### src/rtl/booth_divider.sv
// booth_divider: signed 2W/W restoring divider. A result takes 2W+2 cycles, or 2 cycles on divide-by-zero. start is ignored while busy.
// Define DIV_OVF_CHECK_EN to build the quotient-overflow flag; otherwise ovf is a constant 0.
module booth_divider #(
    parameter int WIDTH = 8
) (
    input  logic               clk,
    input  logic               rst_n,
    input  logic               start,
    input  logic [2*WIDTH-1:0] dividend,
    input  logic [WIDTH-1:0]   divisor,
    output logic [WIDTH-1:0]   quotient,
    output logic [WIDTH-1:0]   remainder,
    output logic               busy,
    output logic               done,
    output logic               div_by_zero,
    output logic               ovf
);

    localparam int DW = 2 * WIDTH;
    localparam int CW = $clog2(DW);
    localparam logic [CW-1:0] CNT_LAST = CW'(DW - 1);

    typedef enum logic [1:0] {
        IDLE = 2'd0,
        CALC = 2'd1,
        FIX  = 2'd2,
        DONE = 2'd3
    } state_t;

    state_t            state_q, state_d;
    logic [CW-1:0]     cnt_q, cnt_d;
    logic [WIDTH-1:0]  rem_q, rem_d;
    logic [DW-1:0]     quo_q, quo_d;
    logic [WIDTH-1:0]  dvs_mag_q, dvs_mag_d;
    logic              neg_dvd_q, neg_dvd_d;
    logic              neg_dvs_q, neg_dvs_d;
    logic              dbz_q, dbz_d;
    logic [WIDTH-1:0]  quotient_q, quotient_d;
    logic [WIDTH-1:0]  remainder_q, remainder_d;
    logic              div_by_zero_q, div_by_zero_d;

    logic              accept;
    logic [DW-1:0]     dvd_mag;
    logic [WIDTH-1:0]  dvs_mag;
    logic [WIDTH:0]    shifted;
    logic [WIDTH:0]    trial;

    assign accept  = start && ((state_q == IDLE) || (state_q == DONE));
    assign dvd_mag = dividend[DW-1] ? -dividend : dividend;
    assign dvs_mag = divisor[WIDTH-1] ? -divisor : divisor;

    // R is always below |divisor|, so its top bit is zero between iterations and only
    // the shifted/trial values need the extra bit.
    assign shifted = {rem_q, quo_q[DW-1]};
    assign trial   = shifted - {1'b0, dvs_mag_q};

    always_comb begin
        state_d       = state_q;
        cnt_d         = cnt_q;
        rem_d         = rem_q;
        quo_d         = quo_q;
        dvs_mag_d     = dvs_mag_q;
        neg_dvd_d     = neg_dvd_q;
        neg_dvs_d     = neg_dvs_q;
        dbz_d         = dbz_q;
        quotient_d    = quotient_q;
        remainder_d   = remainder_q;
        div_by_zero_d = div_by_zero_q;

        case (state_q)
            IDLE, DONE: begin
                if (start) begin
                    cnt_d         = '0;
                    rem_d         = '0;
                    dvs_mag_d     = dvs_mag;
                    neg_dvd_d     = dividend[DW-1];
                    neg_dvs_d     = divisor[WIDTH-1];
                    div_by_zero_d = 1'b0;
                    if (divisor == '0) begin
                        // Raw dividend is parked in Q so FIX can return its low bits.
                        dbz_d   = 1'b1;
                        quo_d   = dividend;
                        state_d = FIX;
                    end else begin
                        dbz_d   = 1'b0;
                        quo_d   = dvd_mag;
                        state_d = CALC;
                    end
                end
            end
            CALC: begin
                if (!trial[WIDTH]) begin
                    rem_d = trial[WIDTH-1:0];
                    quo_d = {quo_q[DW-2:0], 1'b1};
                end else begin
                    rem_d = shifted[WIDTH-1:0];
                    quo_d = {quo_q[DW-2:0], 1'b0};
                end
                cnt_d = cnt_q + CW'(1);
                if (cnt_q == CNT_LAST) begin
                    state_d = FIX;
                end
            end
            FIX: begin
                if (dbz_q) begin
                    quotient_d    = '1;
                    remainder_d   = quo_q[WIDTH-1:0];
                    div_by_zero_d = 1'b1;
                end else begin
                    quotient_d  = (neg_dvd_q ^ neg_dvs_q) ? -quo_q[WIDTH-1:0] : quo_q[WIDTH-1:0];
                    remainder_d = neg_dvd_q ? -rem_q : rem_q;
                end
                state_d = DONE;
            end
            default: state_d = IDLE;
        endcase
    end

    always_ff @(posedge clk) begin
        if (!rst_n) begin
            state_q       <= IDLE;
            cnt_q         <= '0;
            rem_q         <= '0;
            quo_q         <= '0;
            dvs_mag_q     <= '0;
            neg_dvd_q     <= 1'b0;
            neg_dvs_q     <= 1'b0;
            dbz_q         <= 1'b0;
            quotient_q    <= '0;
            remainder_q   <= '0;
            div_by_zero_q <= 1'b0;
        end else begin
            state_q       <= state_d;
            cnt_q         <= cnt_d;
            rem_q         <= rem_d;
            quo_q         <= quo_d;
            dvs_mag_q     <= dvs_mag_d;
            neg_dvd_q     <= neg_dvd_d;
            neg_dvs_q     <= neg_dvs_d;
            dbz_q         <= dbz_d;
            quotient_q    <= quotient_d;
            remainder_q   <= remainder_d;
            div_by_zero_q <= div_by_zero_d;
        end
    end

`ifdef DIV_OVF_CHECK_EN
    localparam logic [DW-1:0] Q_LIM_POS = {{(WIDTH + 1){1'b0}}, {(WIDTH - 1){1'b1}}};
    localparam logic [DW-1:0] Q_LIM_NEG = {{WIDTH{1'b0}}, 1'b1, {(WIDTH - 1){1'b0}}};

    logic ovf_q, ovf_d;

    // Q holds the unsigned magnitude, so a negative result may reach one more than a positive one.
    always_comb begin
        ovf_d = ovf_q;
        if (accept) begin
            ovf_d = 1'b0;
        end else if ((state_q == FIX) && !dbz_q) begin
            ovf_d = (neg_dvd_q ^ neg_dvs_q) ? (quo_q > Q_LIM_NEG) : (quo_q > Q_LIM_POS);
        end
    end

    always_ff @(posedge clk) begin
        if (!rst_n) begin
            ovf_q <= 1'b0;
        end else begin
            ovf_q <= ovf_d;
        end
    end

    assign ovf = ovf_q;
`else
    assign ovf = 1'b0;
`endif

    assign quotient    = quotient_q;
    assign remainder   = remainder_q;
    assign div_by_zero = div_by_zero_q;
    assign busy        = (state_q == CALC) || (state_q == FIX);
    assign done        = (state_q == DONE);

endmodule

### config.mk
export PLATFORM = sky130hd
export DESIGN_NAME = booth_divider
export DESIGN_NICKNAME = d
export VERILOG_FILES = /design/src/rtl/booth_divider.sv
export SDC_FILE = /design/constraint.sdc
export NUM_CORES = 1
export LEC_CHECK = 0
export ABC_CLOCK_PERIOD_IN_PS = 3400
export CORE_MARGIN = 8
export CORE_UTILIZATION = 40
export CTS_BUF_LIST = sky130_fd_sc_hd__clkbuf_16
export CTS_CLUSTER_DIAMETER = 50
export DETAILED_ROUTE_END_ITERATION = 10
export GPL_TIMING_DRIVEN = 0
export PLACE_DENSITY = 0.66
export SKIP_LAST_GASP = 1
export SYNTH_ARGS = -nofsm -noshare
export SYNTH_HDL_FRONTEND = slang
export SYNTH_SLANG_ARGS = --single-unit
export TNS_END_PERCENT = 20
### constraint.sdc
create_clock -name clk -period 3.4 [get_ports clk]
set_input_delay 0.34 -clock clk [delete_from_list [all_inputs] [get_ports clk]]
set_output_delay 0.34 -clock clk [all_outputs]
set_load 0.02 [all_outputs]
==> flow_metrics.py, run 1 <==
metrics = {
    "run_status": {
        "status": "completed",
    },
    "power_and_ir_drop": {
        "sw_frac_of_total": 0.406,
        "ir_drop_uv": 350,
        "power_frac_clock": 0.240,
        "p_int_uw": 1970,
        "seqPwrFrac": 0.301,
        "switching_power_uw": 1350,
        "p_comb_frac": 0.459,
        "p_leak_uw": 0.00168,
        "cellPowerDensity_nw_per_um2": 753,
    },
    "worst_setup_path": {
        "crit_fanout": 6,
        "cp-start-kind": "input pin",
        "crit_chain": "clkdlybuf4s50_1, inv_1, ha_1, or3b_4, o41ai_4, o21bai_1, xor2_1, or3_1, a31oi_1",
        "cp.arrival_ns": 2.76,
        "crit_type": "input pin to register",
        "slowest_delay_ns": 0.55,
        "required_ns": 3.65,
        "slowest_stage": "o41ai_4",
        "cp-end-kind": "register",
    },
    "synthesis": {
        "ys_seq_elements": 58,
        "synth_flop_cell": "dfxtp_1",
        "syn_area_um2": 3590,
        "synth-edff-count": 0,
        "synth_warnings": 0,
        "syn_nets": 497,
        "async_flop_share": 0,
        "syn_inst": 453,
        "syn_area_per_cell_um2": 7.92,
        "synthDistinctLibCells": 53,
        "ys_seq_area_frac": 0.324,
    },
    "global_routing": {
        "grt_usage": 0.143,
        "grt_pass1_wl_um": 15000,
        "grt_pass1_vias": 3207,
        "antenna_found_initial": 0,
        "grt_max_degree": 11,
        "gr-total-overflow": 0,
    },
    "cts": {
        "root_buffer": "clkbuf_16",
        "clk-insertion-delay-late_ns": 0.33,
        "cts-hold-fix-buffers": 0,
        "cts_setup_buffers": 0,
        "cts_resized": 0,
        "htree_num_levels": 3,
        "cts_sinks": 58,
        "cts_max_path_buffers": 2,
        "clk_pin_slew_worst_paths_ns": 0.05,
        "cts_tree": "yes",
        "cts_buffers": 9,
    },
    "timing": {
        "setup-tns-final_ns": 0,
        "final_hold_viol_count": 0,
        "max_freq_mhz": 399,
        "grt_setup_unrepaired": "no",
        "fin_crit_ns": 2.51,
        "layout_worst_path_cycle_share": 0.737,
        "worst_slew_pin_slew_ns": 0.681,
        "maxSlewViolCount": 0,
        "setup_viol": 0,
        "maxSlewHeadroom": 0.543,
        "fin_skew_ns": 0.0101,
    },
    "cells_and_area": {
        "diodes": 0,
        "ff_latch_area_um2": 1160,
        "n_fill_cell": 855,
        "area_delta_synth_final_pct": 23.1,
        "multiInputGateArea_um2": 2190,
        "drive_gt1_frac": 0.0645,
        "fin_cells": 620,
        "nets": 551,
    },
    "placement": {
        "gp_congestion": 0.808,
        "numPortBuffers": 43,
        "dp_hpwl_um": 6810,
        "dp_cells": 604,
    },
    "detailed_routing": {
        "wl_um": 8790,
        "ant_nets": 0,
        "drc_errors": 0,
        "detail_route.wl_per_cell_um": 14.2,
        "drt_iter0_drc": 146,
        "num_vias": 3266,
        "avgViaCountPerCell": 5.27,
        "drtPass1Iterations": 4,
    },
    "floorplanning": {
        "ios": 47,
        "num_rows": 34,
        "initial_core_util": 0.411,
        "fp.dieArea_um2": 12300,
        "die_h_um": 111,
        "die_w_um": 111,
        "core_area_um2": 8720,
    },
    "worst_hold_path": {
        "min-delay-path-class": "input pin to register",
    },
    "run": {
        "max_cap_viol_count": 0,
    },
}
[flip-flops by register name, summed over array words and instances, names as in the netlist]
name / count
quotient: 8
neg_dvs_q: 1
neg_dvd_q: 1
cnt_q: 4
dvs_mag_q: 8
state_q: 2
quo_q: 16
dbz_q: 1
div_by_zero: 1
rem_q: 8
remainder: 8
[stage by stage]
| step | utilization | power, uW | worst slack [ns] | hold slack [ns] | area [um^2] |
|---|---|---|---|---|---|
| 2_1_floorplan | - | 2110 | 1.24 | 0.432 | 3590 |
| 3_3_place_gp | 0.476 | 2500 | 0.586 | 0.445 | 4150 |
| 3_5_place_dp | 0.476 | 2540 | 0.549 | 0.461 | 4150 |
| 4_1_cts | 0.506 | 3330 | 0.869 | 0.366 | 4410 |
| 5_1_grt | 0.506 | 3570 | 0.726 | 0.388 | 4410 |
| 6_report | 0.506 | 3320 | 0.893 | 0.369 | 4410 |
[critical path: cells and delay by family]
kind	cells	cell delay, ns
buffers and inverters	2	0.51
adder cells (fa/ha/maj)	1	0.15
AO/OA/AOI/OAI	3	0.93
AND/OR/NAND/NOR	2	0.71
XOR/XNOR	1	0.10
[synthesized netlist by cell type (8+ instances only)]
cell	count	area, um^2
xnor2_1	18	158
a21oi_1	49	245
nand2_1	37	139
nor3_1	10	50.1
xor2_1	19	166
dfxtp_1	58	1160
o21ai_0	25	125
mux2i_1	18	180
a211oi_1	8	60.1
nor2_1	48	180
inv_1	28	105
o211ai_1	9	67.6
ha_1	16	200
clkbuf_1	20	75.1
[final cells by class]
type | count | share of cell area
Inverter | 28 | 0.0238
Tap cell | 108 | 0.0306
Clock inverter | 7 | 0.00822
Buffer | 29 | 0.0292
Clock buffer | 9 | 0.0510
Multi-Input combinational cell | 338 | 0.496
Timing Repair Buffer | 43 | 0.0975
Sequential cell | 58 | 0.263
[placed cells by master, fill, tap and decap left out, types with 8 or more instances in the layout]
| master | instances |
|---|---|
| clkbuf_16 | 9 |
| nand2_1 | 37 |
| xnor2_1 | 18 |
| o21ai_0 | 25 |
| nor3_1 | 10 |
| mux2i_1 | 18 |
| a21oi_1 | 49 |
| nor2_1 | 48 |
| clkbuf_1 | 20 |
| inv_1 | 28 |
| dfxtp_1 | 58 |
| xor2_1 | 19 |
| clkdlybuf4s50_1 | 43 |
| ha_1 | 16 |
| o211ai_1 | 9 |
| a211oi_1 | 8 |
[power groups by stage]
| stage | Sequential [uW] | Clock (uW) | Combinational (uW) |
|---|---|---|---|
| 3_3_place_gp | 1010 | 0 | 1490 |
| 2_1_floorplan | 1020 | 0 | 1090 |
| 6_report | 1000 | 797 | 1530 |
| 4_1_cts | 999 | 804 | 1530 |
| 3_5_place_dp | 1010 | 0 | 1520 |
| 5_1_grt | 1030 | 840 | 1710 |
[cell families (layout without fill, tap and decap cells)]
family                     count (synthesis)  after routing  share of synthesized area
buffers and inverters                     57            116                     0.0652
and+or+nand+nor                          138            138                      0.188
other                                      1              1                    0.00105
DFF                                       58             58                      0.324
muxes                                     18             18                     0.0502
xor gates and xnor gates                  37             37                     0.0904
adders and majority gates                 17             17                     0.0614
AOI/OAI and AO/OA                        127            127                      0.220
[worst paths after layout]
| kind | start | slack, ns | end | depth (start not counted) |
|---|---|---|---|---|
| setup reg to reg | state_q[0] | 0.94 | quo_q[6] | 8 |
| setup / recovery | divisor[0] | 0.89 | quo_q[8] | 9 |
| hold / removal | divisor[7] | 0.37 | neg_dvs_q | 3 |
| hold reg to reg | dvs_mag_q[0] | 0.47 | dvs_mag_q[0] | 2 |
[per-layer routing]
metal	routed length, um	global-route usage	part of all wire
met3	591	0.0503	0.067
met5	0	0	0
met1	4060	0.171	0.46
met4	84	0.0342	0.0096
met2	4050	0.238	0.46
No activity file was read; power rests on OpenSTA's default activity.
==> inputs of run 2 (changes only) <==
--- a/config.mk
+++ b/config.mk
@@ -5,7 +5,7 @@
 export SDC_FILE = /design/constraint.sdc
 export NUM_CORES = 1
 export LEC_CHECK = 0
-export ABC_CLOCK_PERIOD_IN_PS = 3400
+export ABC_CLOCK_PERIOD_IN_PS = 2600
 export CORE_MARGIN = 8
 export CORE_UTILIZATION = 40
 export CTS_BUF_LIST = sky130_fd_sc_hd__clkbuf_16
==> constraint.sdc (replaced) <==
create_clock -name clk -period 2.6 [get_ports clk]
set_input_delay 0.26 -clock clk [delete_from_list [all_inputs] [get_ports clk]]
set_output_delay 0.26 -clock clk [all_outputs]
set_load 0.02 [all_outputs]
==> run 2 against run 1 <==
Against the previous run:
- final cell count unchanged
- utilization is essentially flat
- register-to-register slack got worse by 0.78 ns
- setup slack worse by 0.73 ns
- clock power up 30%
- critical path depth grew 2
- die area stayed put
- wire length grew 0.28%
- sequential power is 31% higher
- clock-buffer cell count did not move
- total power rose by 31%
- sequential share of layout area barely moved
- largest cell class unchanged
- highest routed layer unchanged
==> flow_metrics.py, run 2 (synthesis results as in run 1) <==
metrics = {
    "cts": {
        "cts-hold-fix-buffers": 0,
        "clk-insertion-delay-late_ns": 0.33,
        "cts_sinks": 58,
        "cts_setup_buffers": 0,
        "cts_buffers": 9,
        "htree_num_levels": 3,
        "root_buffer": "clkbuf_16",
        "cts_max_path_buffers": 2,
        "cts_tree": "yes",
        "clk_pin_slew_worst_paths_ns": 0.05,
    },
    "detailed_routing": {
        "avgViaCountPerCell": 5.29,
        "drc_errors": 0,
        "wl_um": 8810,
        "num_vias": 3278,
        "ant_nets": 0,
        "detail_route.wl_per_cell_um": 14.2,
        "drtPass1Iterations": 4,
        "drt_iter0_drc": 144,
    },
    "worst_setup_path": {
        "required_ns": 2.81,
        "timing.rr.end": "quo_q[0]",
        "crit_type": "register to register",
        "cp.arrival_ns": 2.65,
        "rrSetupSlack_ns": 0.16,
        "endpoint": "quo_q[0]",
        "crit_fanout": 10,
        "r2r_start": "quo_q[15]",
        "critPathLaunch": "quo_q[15]",
        "cp-start-kind": "register",
        "reg2reg_depth": 11,
        "cp-end-kind": "register",
    },
    "timing": {
        "layout_worst_path_cycle_share": 0.937,
        "setup_slack_ns": 0.164,
        "maxSlewHeadroom": 0.544,
        "maxSlewViolCount": 0,
        "grt_setup_unrepaired": "yes",
        "setup-tns-final_ns": 0,
        "fin_skew_ns": 0.00930,
        "max_freq_mhz": 411,
        "setup_viol": 0,
        "final_hold_viol_count": 0,
        "worst_slew_pin_slew_ns": 0.679,
        "fin_crit_ns": 2.44,
    },
    "run_status": {
        "status": "completed",
    },
    "floorplanning": {
        "die_h_um": 111,
        "ios": 47,
        "core_area_um2": 8720,
        "initial_core_util": 0.411,
        "num_rows": 34,
        "die_w_um": 111,
        "fp.dieArea_um2": 12300,
    },
    "cells_and_area": {
        "largest_reg_flops": 16,
        "ff_latch_area_um2": 1160,
        "top_register": "quo_q",
        "drive_gt1_frac": 0.0664,
        "diodes": 0,
        "fin_area_um2": 4420,
        "nets": 551,
        "multiInputGateArea_um2": 2190,
        "area_delta_synth_final_pct": 23.2,
        "layout_common_cells": "58 x dfxtp_1, 48 x nor2_1, 48 x a21oi_1",
        "final_common_cell": "dfxtp_1",
        "n_fill_cell": 855,
    },
    "global_routing": {
        "antenna_found_initial": 0,
        "grt_pass1_wl_um": 15000,
        "grt_pass1_vias": 3207,
        "grt_max_degree": 11,
        "gr-total-overflow": 0,
        "grt_usage": 0.143,
    },
    "power_and_ir_drop": {
        "finalPower_uw": 4350,
        "cellPowerDensity_nw_per_um2": 986,
        "ir_drop_uv": 458,
        "p_leak_uw": 0.00168,
    },
    "worst_hold_path": {
        "whs_path_depth": 3,
        "min-delay-path-class": "input pin to register",
    },
    "placement": {
        "gp_congestion": 0.808,
        "place_ws_ns": -0.171,
        "place_area_um2": 4150,
        "dp_hpwl_um": 6810,
        "numPortBuffers": 43,
    },
    "run": {
        "max_cap_viol_count": 0,
    },
}
==> run 2: cell count changes in the layout (fill, tap and decap cells not counted) <==
cell | previous run | this run
a21oi_1 | 49 | 48
a21oi_2 | 1 | 2
==> run 2: worst min-delay path by stage <==
stage / startpoint / to / slack (ns)
CTS: divisor[7] / neg_dvs_q / 0.29
global route: divisor[7] / neg_dvs_q / 0.31
global placement: dvs_mag_q[7] / dvs_mag_q[7] / 0.44
floorplan: divisor[0] / dvs_mag_q[0] / 0.40
finish: divisor[7] / neg_dvs_q / 0.29
detailed placement: dvs_mag_q[0] / dvs_mag_q[0] / 0.46
==> run 2: metrics by stage <==
stage | hold WS, ns | util | instances
final | 0.289 | 0.506 | 620
after detailed placement | 0.461 | 0.476 | 604
after floorplan | 0.396 | - | 453
after global placement | 0.445 | 0.476 | 604
after CTS | 0.286 | 0.506 | 620
after global routing | 0.308 | 0.506 | 620
==> run 2: worst max-delay path, stage by stage (launching register included) <==
cell and delay, ns:
dfxtp_1 0.29, inv_1 0.10, ha_1 0.21, inv_1 0.06
fa_1 0.39, a21oi_1 0.23, o211ai_1 0.12, nand2_1 0.09
xor2_1 0.20, buf_2 0.29, a21oi_1 0.11, a31o_2 0.22
==> run 2: layout make-up <==
cell class	count	share of cell area
multi-input cells	338	0.497
flip-flops and latches	58	0.263
repair buffers	43	0.0975
clock buffers	9	0.0510
well taps	108	0.0306
plain buffers	29	0.0292
inverters	28	0.0238
clock inverters	7	0.00822
==> run 2: power breakdown <==
| group | leakage (uW) | total [uW] | internal (uW) | switching (uW) |
|---|---|---|---|---|
| Combinational | 0.00109 | 2010 | 842 | 1160 |
| Clock | 0.000124 | 1040 | 629 | 410 |
| Sequential | 0.000473 | 1310 | 1110 | 195 |
==> run 2: metal layers <==
layer	routed length, um	up-vias	global-route usage	share of wire
li1	-	1683	-	-
met1	4120	1508	0.171	0.47
met2	4120	78	0.238	0.47
met3	490	9	0.0503	0.056
met4	78	0	0.0342	0.0089
met5	0	-	0	0
==> run 2: what timing repair did <==
item | in CTS | in global routing
setup endpoints to repair | 0 | 9
endpoints found under the hold margin | 0 | 0
resized for setup | 0 | 1
==> RTL change 1, RTL diff (config.mk and constraints of run 2) <==
Add a define of `DIV_OVF_CHECK_EN`.
--- a/src/rtl/booth_divider.sv
+++ b/src/rtl/booth_divider.sv
@@ -1,5 +1,7 @@
 // booth_divider: signed 2W/W restoring divider. A result takes 2W+2 cycles, or 2 cycles on divide-by-zero. start is ignored while busy.
 // Define DIV_OVF_CHECK_EN to build the quotient-overflow flag; otherwise ovf is a constant 0.
+`define DIV_OVF_CHECK_EN
+
 module booth_divider #(
     parameter int WIDTH = 8
 ) (
Behaviour: same outputs for any inputs over 10 cycles, from zero or initial values and one cycle with rst_n low; that may be too few to reach the edited logic, so the function may still have changed.
==> RTL change 1 against run 2 <==
Combinational power increased by 24%. Setup slack got worse by 0.11 ns. Wire length increased by 15%. Synthesized area increased by 5.1%. Power increased by 17%. Synthesized cell count increased by 1.1%. Clock power increased by 20%. Core utilization increased by 0.58 points. Cell area increased by 6.7%. Sequential cell count increased by 1.
==> RTL change 1: results (changes against run 2) <==
Power and ir drop
  • Leak Pwr: 1.797 nW (was 1.683 nW)
  • Comb. pwr: 2.49 mW (was 2.01 mW)
  • PwrDens: 1079 nW/µm² (was 985.7 nW/µm²)
  • Max VDD drop: 0.0004376 V (was 0.0004575 V)

Timing
  • Slew at the pin closest to its max-slew limit: 0.6933 ns (was 0.6791 ns)
  • Clock Skew: 0.004282 ns (was 0.009304 ns)
  • Final hold slack: 0.3302 ns (was 0.2892 ns)
  • Post-layout min period: 2.545 ns (was 2.436 ns)

Critical path
  • Crit-path max FO: 7 (was 10)
  • Reg2reg end: rem_q[4] (was quo_q[0])
  • Data arrival, critical path: 2.76 ns (was 2.65 ns)
  • Reg2reg setup slack: 0.06 ns (was 0.16 ns)
  • Max stage delay cell, worst path: fa_2 (was fa_1)

Logic synthesis
  • Mux cell area share after synthesis: 4.816% (was 5.024%)
  • Synth Instances: 458 (was 453)
  • Synth Cell Area: 3767 µm² (was 3586 µm²)
  • Main area contributors after synthesis: dfxtp_1, ha_1, a21oi_1 (was dfxtp_1, a21oi_1, ha_1)
  • Post-synthesis sequential area ratio: 31.35% (was 32.38%)
  • Compound-cell area share of the yosys netlist: 23.15% (was 21.98%)
  • Synthesized net count: 502 (was 497)
  • Post-Synth XOR/XNOR Area: 9.332% (was 9.037%)
  • Post-Synth Adder-Cell Area: 5.845% (was 6.141%)

Global route
  • Met2 GRT Util: 25.20% (was 23.85%)
  • Gr usage total: 16.29% (was 14.32%)
  • Global Route met1 Usage: 21.78% (was 17.11%)
  • First-pass GRT wire length: 16850 µm (was 14960 µm)
  • Vias in the first global route: 3404 (was 3207)
  • GRT met3 Usage: 3.514% (was 5.032%)

Placement
  • IO buf count: 45 (was 43)
  • Post-DP HPWL: 7556 µm (was 6807 µm)
  • Routability cong.: 0.8553 (was 0.8080)
  • Cell area after placement: 4357 µm² (was 4151 µm²)
  • Placed cells: 614 (was 604)

Routing
  • Drt wl/cell: 15.95 µm (was 14.21 µm)
  • Met1 Wirelength: 5059 µm (was 4122 µm)
  • DR iter-0 viols: 242 (was 144)
  • Met2 routed WL: 4398 µm (was 4120 µm)
  • Routed WL: 10120 µm (was 8812 µm)
  • Drt pass-1 iters: 5 (was 4)
  • WL met3: 529 µm (was 490 µm)
  • Via Count: 3461 (was 3278)

Final layout
  • Layout cells sized above 1: 6.692% (was 6.641%)
  • Fill cells: 890 (was 855)
  • Final nets: 562 (was 551)
  • Final Cell Area: 4711 µm² (was 4417 µm²)

Outcome
  • Status: completed (unchanged)
==> RTL change 1: changes by cell type after synthesis, sizes merged, moves of 8 or more <==
cell	delta
nor2	-28
nor2b	+18
a21oi	-12
o21ai	+11
o211a	+8
==> RTL change 1: layout make-up <==
type	count	area share [%]
Inverter	25	1.992
Clock inverter	7	1.753
Clock buffer	9	4.781
Multi-Input combinational cell	347	50.81
Timing Repair Buffer	49	10.46
Sequential cell	59	25.07
Tap cell	111	2.948
Buffer	27	2.178
==> RTL change 1: worst reg2reg max path, cell delays in order (launching register included) <==
cell and delay (ns):
dfxtp_1 0.35, inv_1 0.09, ha_1 0.19, inv_1 0.06, fa_2 0.37, a211oi_2 0.23
o211ai_1 0.18, a31oi_4 0.27, buf_12 0.15, xnor2_4 0.17, mux2i_1 0.27, o21ai_1 0.08
==> RTL change 1: repair_timing <==
item,CTS,global route
setup endpoints to repair,6,17
buffers inserted,4,0
gates resized for setup,0,3
hold buffers,0,0
pin swaps,1,1
==> RTL change 2, RTL diff (config.mk and constraints of run 2) <==
Without the edit above. The 4 states of `state_t` get a one-hot encoding in 4 bits.
--- a/src/rtl/booth_divider.sv
+++ b/src/rtl/booth_divider.sv
@@ -20,11 +20,11 @@
     localparam int CW = $clog2(DW);
     localparam logic [CW-1:0] CNT_LAST = CW'(DW - 1);
 
-    typedef enum logic [1:0] {
-        IDLE = 2'd0,
-        CALC = 2'd1,
-        FIX  = 2'd2,
-        DONE = 2'd3
+    typedef enum logic [3:0] {
+        IDLE = 4'b0001,
+        CALC = 4'b0010,
+        FIX  = 4'b0100,
+        DONE = 4'b1000
     } state_t;
 
     state_t            state_q, state_d;
Formal check against the unedited RTL: no difference found for any inputs over 10 cycles, from zero or initial values and one cycle with rst_n low; not proved beyond that.
==> RTL change 2 against run 2 <==
Cell area up 2.5%. Critical path type unchanged. Synthesized area grew 1.3%. Setup slack improved by 0.025 ns. Highest routed layer unchanged. Sequential share of layout area up 0.24 points. Sequential cell count increased by 2. Wire length grew 4.6%. Via count up 2.1%.
Power is not compared: it rests on default switching activity, and its combinational part moved more than twofold at a synthesized area within 25%.
==> RTL change 2: results (changes against run 2) <==
Routing
  • DR iter-0 viols: 232 (was 144)
  • Met1 Wirelength: 4508 µm (was 4122 µm)
  • Met2 routed WL: 4073 µm (was 4120 µm)
  • Drt wl/cell: 14.94 µm (was 14.21 µm)
  • Vias per cell: 5.425 (was 5.287)

Placement
  • Post-DP HPWL: 7124 µm (was 6807 µm)
  • IO buf count: 45 (was 43)
  • Setup WS pre-CTS: -0.09622 ns (was -0.1711 ns)
  • Cell area after placement: 4217 µm² (was 4151 µm²)

Final layout
  • Post-route insts no fill: 617 (was 620)
  • #MultiIn Comb: 337 (was 338)
  • Layout cells sized above 1: 5.305% (was 6.641%)
  • NonClk Buf Share: 12.82% (was 12.66%)
  • Signal buffers: 75 (was 72)
  • Invs w/o clock: 21 (was 28)
  • Fill cells: 849 (was 855)
  • Clock-cell share: 6.825% (was 5.921%)

Global route
  • Gr usage total: 15.13% (was 14.32%)
  • GRT met3 Usage: 4.545% (was 5.032%)
  • Vias in the first global route: 3202 (was 3207)
  • Met2 GRT Util: 23.03% (was 23.85%)
  • Global Route met1 Usage: 19.73% (was 17.11%)

Logic synthesis
  • Library cells used by synthesis: 54 (was 53)
  • Synthesized net count: 489 (was 497)
  • Mux cell area share after synthesis: 1.654% (was 5.024%)
  • Synth cell count leaders: nand2_1, dfxtp_1, o21ai_0 (was dfxtp_1, a21oi_1, nor2_1)
  • Syn avg cell area: 8.105 µm² (was 7.916 µm²)
  • Synth Register Bits: 60 (was 58)
  • Compound-cell area share of the yosys netlist: 24.05% (was 21.98%)

Critical path
  • Delay of the slowest cell on the worst path: 0.42 ns (was 0.39 ns)
  • Reg2reg setup slack: 0.19 ns (was 0.16 ns)

Worst hold path
  • Worst hold path class: reg2reg (was in2reg)
  • Min-delay src: remainder[7] (was divisor[7])

Timing
  • Slew at the pin closest to its max-slew limit: 1.078 ns (was 0.6791 ns)
  • Clock Skew: 0.006737 ns (was 0.009304 ns)
  • Post-layout min period: 2.411 ns (was 2.436 ns)
  • Final hold slack: 0.4522 ns (was 0.2892 ns)

Floorplan
  • Die width: 111.3 µm (was 110.7 µm)

Outcome
  • Status: completed (unchanged)
[RTL change 2: changes by cell type after synthesis, moves of 12 or more]
| cell | run 2 | this run |
|---|---|---|
| nor2_1 | 48 | 19 |
| a222oi_1 | 0 | 12 |
| mux2i_1 | 18 | 6 |
| nor2b_1 | 3 | 18 |
| nand2_1 | 37 | 62 |
| a21oi_1 | 49 | 24 |
[RTL change 2: worst paths after layout]
path / depth (start not counted) / endpoint
setup / recovery: 11 / rem_q[2]
setup reg to reg: 11 / rem_q[2]
hold / removal: 2 / remainder[7]
hold reg to reg: 2 / remainder[7]
[RTL change 2: repair_timing]
action | in CTS | in global routing
endpoints found under the hold margin | 0 | 0
gates resized for setup | 0 | 3
endpoints found under the setup margin | 0 | 9
[RTL change 2: critical path: cells and delay by family, from the launching register on]
family	cells	cell delay, ns
buf+inv	3	0.45
xor+xnor	1	0.21
fa+ha+maj	2	0.59
compound gates	2	0.23
simple gates	2	0.30
flops	1	0.31
mux	1	0.26
